File: src/rtl/core_pkg.sv
// Shared core definitions: hazard FSM states, NOP encoding and counter width default.
package core_pkg;

    localparam int DEFAULT_STALL_CNT_W = 16;

    // addi x0, x0, 0 -- what the F/D register loads when flushed
    localparam logic [31:0] NOP_INST = 32'h0000_0013;

    typedef enum logic [1:0] {
        ST_BOOT,
        ST_RUN,
        ST_HOLD,
        ST_DWAIT
    } hz_state_t;

endpackage

File: src/rtl/hazard_ctrl_sat_counter.sv
// Saturating up-counter with synchronous active-high reset; sticks at all-ones.
module sat_counter #(
    parameter int W = 16
) (
    input  logic         clk,
    input  logic         reset,
    input  logic         inc,
    output logic [W-1:0] count
);

    always_ff @(posedge clk) begin
        if (reset) begin
            count <= '0;
        end else if (inc && (count != {W{1'b1}})) begin
            count <= count + 1'b1;
        end
    end

endmodule

File: src/rtl/hazard_ctrl.sv
// Pipeline hazard controller: PC/F-D/D-E/E-M hold and flush sequencing plus stall/flush counters.
// Build option HAZARD_FORWARDING_EN: M/W forwarding present, only load-use against E stalls.
module hazard_ctrl
    import core_pkg::*;
#(
    parameter int STALL_CNT_W = DEFAULT_STALL_CNT_W
) (
    input  logic                   clk,
    input  logic                   reset,
    input  logic [4:0]             addr_rs1_d,
    input  logic [4:0]             addr_rs2_d,
    input  logic                   rs1_used_d,
    input  logic                   rs2_used_d,
    input  logic [4:0]             rd_e,
    input  logic                   regwen_e,
    input  logic                   memread_e,
    input  logic [4:0]             rd_m,
    input  logic                   regwen_m,
    input  logic [4:0]             rd_w,
    input  logic                   regwen_w,
    input  logic                   br_taken_e,
    input  logic                   imem_ready,
    input  logic                   dmem_ready,
    output logic                   pc_we,
    output logic                   fd_we,
    output logic                   fd_flush,
    output logic                   de_we,
    output logic                   de_flush,
    output logic                   em_we,
    output logic [STALL_CNT_W-1:0] stall_cycles,
    output logic [STALL_CNT_W-1:0] flush_events
);

    hz_state_t state, state_nxt;
    logic      boot_cnt;
    logic      match_e, match_m, match_w;
    logic      data_hazard;
    logic      stall_inc, flush_inc;

    // x0 is hardwired, so a write to it never creates a dependency
    assign match_e = (rs1_used_d && regwen_e && (rd_e != 5'd0) && (rd_e == addr_rs1_d)) ||
                     (rs2_used_d && regwen_e && (rd_e != 5'd0) && (rd_e == addr_rs2_d));
    assign match_m = (rs1_used_d && regwen_m && (rd_m != 5'd0) && (rd_m == addr_rs1_d)) ||
                     (rs2_used_d && regwen_m && (rd_m != 5'd0) && (rd_m == addr_rs2_d));
    assign match_w = (rs1_used_d && regwen_w && (rd_w != 5'd0) && (rd_w == addr_rs1_d)) ||
                     (rs2_used_d && regwen_w && (rd_w != 5'd0) && (rd_w == addr_rs2_d));

`ifdef HAZARD_FORWARDING_EN
    logic unused_match;
    assign unused_match = match_m | match_w;
    assign data_hazard  = memread_e && match_e;
`else
    // Register file writes at the edge ending W, so W must also be waited out
    logic unused_memread;
    assign unused_memread = memread_e;
    assign data_hazard    = match_e || match_m || match_w;
`endif

    always_ff @(posedge clk) begin
        if (reset) begin
            state    <= ST_BOOT;
            boot_cnt <= 1'b0;
        end else begin
            state    <= state_nxt;
            boot_cnt <= (state == ST_BOOT) ? ~boot_cnt : 1'b0;
        end
    end

    always_comb begin
        state_nxt = state;
        if (state == ST_BOOT) begin
            state_nxt = boot_cnt ? ST_RUN : ST_BOOT;
        end else if (!dmem_ready) begin
            state_nxt = ST_DWAIT;
        end else if (br_taken_e) begin
            state_nxt = ST_RUN;
        end else if (data_hazard) begin
            state_nxt = ST_HOLD;
        end else begin
            state_nxt = ST_RUN;
        end
    end

    // A pending branch squashes the dependent instruction, so it outranks a data hazard
    always_comb begin
        pc_we    = 1'b0;
        fd_we    = 1'b0;
        fd_flush = 1'b0;
        de_we    = 1'b0;
        de_flush = 1'b0;
        em_we    = 1'b0;
        if (reset) begin
            fd_flush = 1'b1;
            de_flush = 1'b1;
        end else if (state == ST_BOOT) begin
            pc_we    = 1'b1;
            fd_flush = 1'b1;
            de_flush = 1'b1;
            em_we    = 1'b1;
        end else if (!dmem_ready) begin
            pc_we    = 1'b0;
        end else if (br_taken_e) begin
            pc_we    = 1'b1;
            fd_flush = 1'b1;
            de_flush = 1'b1;
            em_we    = 1'b1;
        end else if (data_hazard) begin
            de_flush = 1'b1;
            em_we    = 1'b1;
        end else if (!imem_ready) begin
            fd_flush = 1'b1;
            de_we    = 1'b1;
            em_we    = 1'b1;
        end else begin
            pc_we    = 1'b1;
            fd_we    = 1'b1;
            de_we    = 1'b1;
            em_we    = 1'b1;
        end
    end

    assign stall_inc = !reset && (state != ST_BOOT) && !pc_we;
    assign flush_inc = !reset && (state != ST_BOOT) && br_taken_e && dmem_ready;

    sat_counter #(.W(STALL_CNT_W)) u_stall_cnt (
        .clk   (clk),
        .reset (reset),
        .inc   (stall_inc),
        .count (stall_cycles)
    );

    sat_counter #(.W(STALL_CNT_W)) u_flush_cnt (
        .clk   (clk),
        .reset (reset),
        .inc   (flush_inc),
        .count (flush_events)
    );

endmodule
File: config.mk
export PLATFORM = sky130hd
export DESIGN_NAME = hazard_ctrl
export DESIGN_NICKNAME = d
export VERILOG_FILES = /design/src/rtl/core_pkg.sv /design/src/rtl/hazard_ctrl_sat_counter.sv /design/src/rtl/hazard_ctrl.sv
export SDC_FILE = /design/constraint.sdc
export NUM_CORES = 1
export LEC_CHECK = 0
export CORE_MARGIN = 4
export CORE_UTILIZATION = 43
export CTS_BUF_LIST = sky130_fd_sc_hd__clkbuf_2
export DETAILED_ROUTE_END_ITERATION = 8
export PLACE_DENSITY = 0.79
export SYNTH_ARGS = -nofsm -noshare
export SYNTH_HDL_FRONTEND = slang
export SYNTH_SLANG_ARGS = --single-unit
File: constraint.sdc
create_clock -name clk -period 2.1 [get_ports clk]
set_clock_uncertainty 0.15 [all_clocks]
set_input_delay 0.315 -clock clk [delete_from_list [all_inputs] [get_ports clk]]
set_output_delay 0.315 -clock clk [all_outputs]
set_load 0.05 [all_outputs]
Word level (Yosys, flattened, before mapping):

Index checks and enable logic that the tools add are counted.

* register bits after elaboration: 35
* latch bits: 0
* memory bits (writable): 0
* bits in read-only memories: 0
* output and inout port bits: 38
* logic and storage cells: 87
* memories kept: 0

* $add $sub $neg: 2
* $mul: 0
* div/mod/pow operators: 0
* magnitude comparators: 0
* eq/ne operators: 8
* shifts and indexed selects: 0
* multiplexer cells: 34
* bitwise gates (word level): 2
* reduce and logical (&&, ||, !) cells: 37

Operator list (count)
* 16-bit by 1-bit adder with 16-bit output, second input constant: 2
* 16-bit != test, second input constant: 2
* 5-bit equality test: 6
* 1-bit two-way mux: 30
* 1-bit logical AND: 24
* 5-bit nonzero test: 3
* 2-bit two-way mux: 4
* 1-bit logical OR: 5
* 1-bit zero test: 2
* 2-bit zero test: 1
* 1-bit NOT: 2
* 2-bit nonzero test: 1
* 2-bit OR reduction: 1

Longest topological paths before layout:

* depth in word-level cells: 14
* mapped depth: 9
* depth with buffers taken out: 7

By module:

A second synthesis with hierarchy kept.

* cells, all modules: 283
* area, all modules: 2306.0 um^2

Modules (own cells, without submodules)
* sat_counter: instances 2, cells an instance 99, area an instance 848.3 um^2, seq. area each 320.3 um^2
* hazard_ctrl: instances 1, cells an instance 85, area an instance 609.3 um^2, seq. area each 60.1 um^2

Worst setup path before layout:

No wires, ideal clock.

* kind: input-to-output
* start point: input rd_w[0]
* end point: output fd_we
* arrival time: 2778 ps
* data required time: 1635 ps
* setup slack: -1143 ps
* stages: 5
* path buffers: 0
* cells stage by stage: or4_1 > o211ai_1 > nand3_1 > nor4_2 > and2_1

* cells in the longest elaborated chain, start to end: 10
* elaborated cells between the ends (all ways): 14

RTL lines
* start, declared: RTL line hazard_ctrl.sv:19 `input logic [4:0] rd_w,`
* 5-bit nonzero test: RTL line hazard_ctrl.sv:45, hazard_ctrl.sv:46
* 1-bit logical AND (on tied branches) (2 in a row): RTL line hazard_ctrl.sv:45, hazard_ctrl.sv:46
* 1-bit logical OR *: RTL line hazard_ctrl.sv:45 `assign match_w = (rs1_used_d && regwen_w && (rd_w != 5'd0) && (rd_w == addr_rs1_d)) ||`
* 1-bit logical OR *: RTL line hazard_ctrl.sv:56 `assign data_hazard = match_e || match_m || match_w;`
* 1-bit two-way mux *: RTL line hazard_ctrl.sv:107 `end else if (data_hazard) begin`
* 1-bit two-way mux *: RTL line hazard_ctrl.sv:102 `end else if (br_taken_e) begin`
* 1-bit two-way mux *: RTL line hazard_ctrl.sv:100 `end else if (!dmem_ready) begin`
* 1-bit two-way mux *: RTL line hazard_ctrl.sv:95 `end else if (state == ST_BOOT) begin`
* 1-bit two-way mux *: RTL line hazard_ctrl.sv:92 `if (reset) begin`
* end, declared: RTL line hazard_ctrl.sv:25 `output logic fd_we,`

Mark *: on every way between the ends. The rest lies on a longest branch, timed or not.

Worst setup path in the final report:

* start point: input rd_e[1]
* end point: output fd_flush

* cells in the longest elaborated chain, start to end: 11
* elaborated cells between the ends (all ways): 15

RTL lines
* start, declared: RTL line hazard_ctrl.sv:14 `input logic [4:0] rd_e,`
* 5-bit nonzero test: RTL line hazard_ctrl.sv:41, hazard_ctrl.sv:42
* 1-bit logical AND (on tied branches) (2 in a row): RTL line hazard_ctrl.sv:41, hazard_ctrl.sv:42
* 1-bit logical OR *: RTL line hazard_ctrl.sv:41 `assign match_e = (rs1_used_d && regwen_e && (rd_e != 5'd0) && (rd_e == addr_rs1_d)) ||`
* 1-bit logical OR * (2 in a row): RTL line hazard_ctrl.sv:56
* 1-bit two-way mux *: RTL line hazard_ctrl.sv:107
* 1-bit two-way mux *: RTL line hazard_ctrl.sv:102
* 1-bit two-way mux *: RTL line hazard_ctrl.sv:100
* 1-bit two-way mux *: RTL line hazard_ctrl.sv:95
* 1-bit two-way mux *: RTL line hazard_ctrl.sv:92
* end, declared: RTL line hazard_ctrl.sv:26 `output logic fd_flush,`

Marks and branches as above.

==> results.md <==
- Outcome: finished with violations
- Violated checks: setup timing
- Register area share after synthesis: 0.3220
- Peak VDD IR: 0.2137 mV
- Setup TNS: -1.771 ns
- GP Congestion: 0.9608
- Placed insts: 438
- Final Non-Filler Cells: 461
- Pre-antenna DRT Iters: 6
- Clk buf depth: 2
- Initial antenna violation count: 0
- CTS clk-pin slew, worst paths: 0.17 ns
- PwrDens: 387.2 mW/mm^2
- Antenna Nets Post-Route: 0
- Synth Register Bits: 35
- Syn-to-layout area delta: 72.46%
- Initial Utilization: 0.4517
- Startpoint Class: input port
- Final core occ: 0.7790
- Async set or reset register ratio after synthesis: 0
- Unique cell type count in the Yosys netlist: 42
- Antenna cell count: 0
- Tcrit/Tclk final: 1.184
- Clock Latency Late Sink: 0.39 ns
- PortBufs: 72
- Final-report hold violation count: 0
- Clk root buf: clkbuf_2
- WHS: 0.2866 ns
- Pin count of the biggest net entering global routing: 33
- Crit path capture type: output pin
- Tot GR Track Use: 0.2344
- Worst path setup slack after routing: -0.3870 ns
- Max_cap viols: 0
- Tot Pwr: 1.453 mW
- Worst endpoint required time: 1.63 ns
- Slew @ Worst Pin: 0.5256 ns
- Ys Warns: 0
- Final setup fails: 8
- CTS tree: done
- Worst EP arrival: 2.02 ns
- Final net count: 431
- Drc violations: 0
- Fillcell total: 352
- Worst slew margin: 0.6490
- Detail Placement HPWL: 5186 um
- Fin. max-slew vios: 0
- Io pins: 74
- Iteration-0 DRC Markers: 124
- Largest area contributor in the netlist: dfxtp_1
- Post-CTS Hold Fix Bufs: 0
- Tmin final: 2.487 ns
- Yosys top cell area share: 0.3220
- EDFF count, synth: 0
- Avg WL per Cell: 16.11 um
- Kind of critical path: in2out
- Synth Instances: 271
- Die area: 0.006262 mm^2
- Leakage: 1.667 nW
- Share of layout cells above drive strength 1: 0.3934
- First-pass GRT wire length: 11680 um
- Syn Std Cell Area: 0.002176 mm^2
- Cts bufs inserted: 5
- Met1 Track Usage GR: 0.2772
- Commonest non-fill, non-tap cell in the layout: buf_4
- Met3 Use GR: 0.06009
- GRT Residual Overflow: 0
- Max Freq: 0.4021 GHz
- Vias in the first global route: 2554
- Synth area leaders: dfxtp_1, xnor2_1, nand4_1
- Top_reg_cell synth: dfxtp_1
- Hold WC Path Type: reg2reg
- Core area: 0.004817 mm^2
- Via count: 2566
- CP Max Fanout: 4
- GRT busiest layer: met2
- H-tree depth: 2
- Average cell area after synthesis: 8.029 um^2
- Post-Syn Nets: 309
- RSZ-0062 raised after global routing: yes
- Die Y: 79.14 um
- Die X: 79.14 um
- Sink Count: 35
- Most frequent cells in the layout: buf_4, nand2_1, dfxtp_1
- FP Rows: 25
- Routed wire length: 7429 um
- GR Util met2: 0.3931
- Vias per inst: 5.566
[state kept, by name, summed over array words and instances (netlist names)]
register and cells:
u_flush_cnt.count 16, state 2, u_stall_cnt.count 16, boot_cnt 1
[through the flow]
step,area [um^2],setup slack (ns)
finish,3752,-0.3870
global route,3752,-0.4644
CTS,3531,-0.3604
detailed placement,3363,-0.7612
global placement,3363,-0.7098
floorplan,2261,-0.7142
[worst paths after layout]
| path | startpoint | to | slack, ns | depth (start not counted) |
|---|---|---|---|---|
| setup reg to reg | u_stall_cnt.count[5] | u_stall_cnt.count[9] | 0.03 | 8 |
| hold / removal | boot_cnt | boot_cnt | 0.29 | 1 |
| setup / recovery | rd_e[1] | fd_flush | -0.39 | 7 |
| hold reg to reg | boot_cnt | boot_cnt | 0.29 | 1 |
[logic make-up (layout without fill, tap and decap cells)]
group / count (synthesis) / count (layout) / synth area share
fa+ha+maj: 2 / 2 / 0.01150
compound gates: 52 / 52 / 0.1461
flops: 35 / 35 / 0.3220
buf+inv: 15 / 138 / 0.03795
mux: 1 / 1 / 0.004601
xor+xnor: 41 / 41 / 0.1650
simple gates: 125 / 125 / 0.3128
[power by group]
part | switching, mW | internal, mW | total, mW
clock network | 0.234 | 0.0818 | 0.315
logic | 0.228 | 0.236 | 0.464
registers | 0.00713 | 0.667 | 0.674
total | 0.468 | 0.985 | 1.45
[worst max-delay path, cell delays in order]
cell and delay [ns]:
buf_6 0.09, or4_1 0.51, o211ai_1 0.35, nand3_2 0.19
buf_6 0.18, o31ai_4 0.21, buf_12 0.17
[routing by layer]
layer / share of wire / wire (um)
met1: 0.40 / 3002
met2: 0.50 / 3698
met3: 0.070 / 522
met4: 0.028 / 206
met5: 0 / 0
[cells in the mapped netlist (5+ instances only)]
library cell	n
a21oi_1	20
clkbuf_1	5
dfxtp_1	35
nand2_1	27
nand3_1	14
nand4_1	17
nor2_1	23
nor3_1	7
o21ai_1	9
o31ai_1	6
or3_1	10
or4_1	7
xnor2_1	32
xor2_1	9
[cell type report]
class / instances / area (um^2) / share of cell area
Multi-Input combinational cell: 221 / 1692 / 0.4508
Timing Repair Buffer: 126 / 1194 / 0.3181
Clock buffer: 6 / 30.03 / 0.008003
Clock inverter: 2 / 8.758 / 0.002334
Inverter: 4 / 15.01 / 0.004001
Sequential cell: 35 / 729.5 / 0.1944
Tap cell: 67 / 83.83 / 0.02234
[what timing repair did]
item | CTS | global route
endpoints found under the hold margin | 0 | 0
gates cloned | 1 | 0
buffers inserted | 5 | 9
endpoints found under the setup margin | 41 | 44
resized for setup | 143 | 41
pin swaps | 29 | 26
No activity file was read; power rests on OpenSTA's default activity.
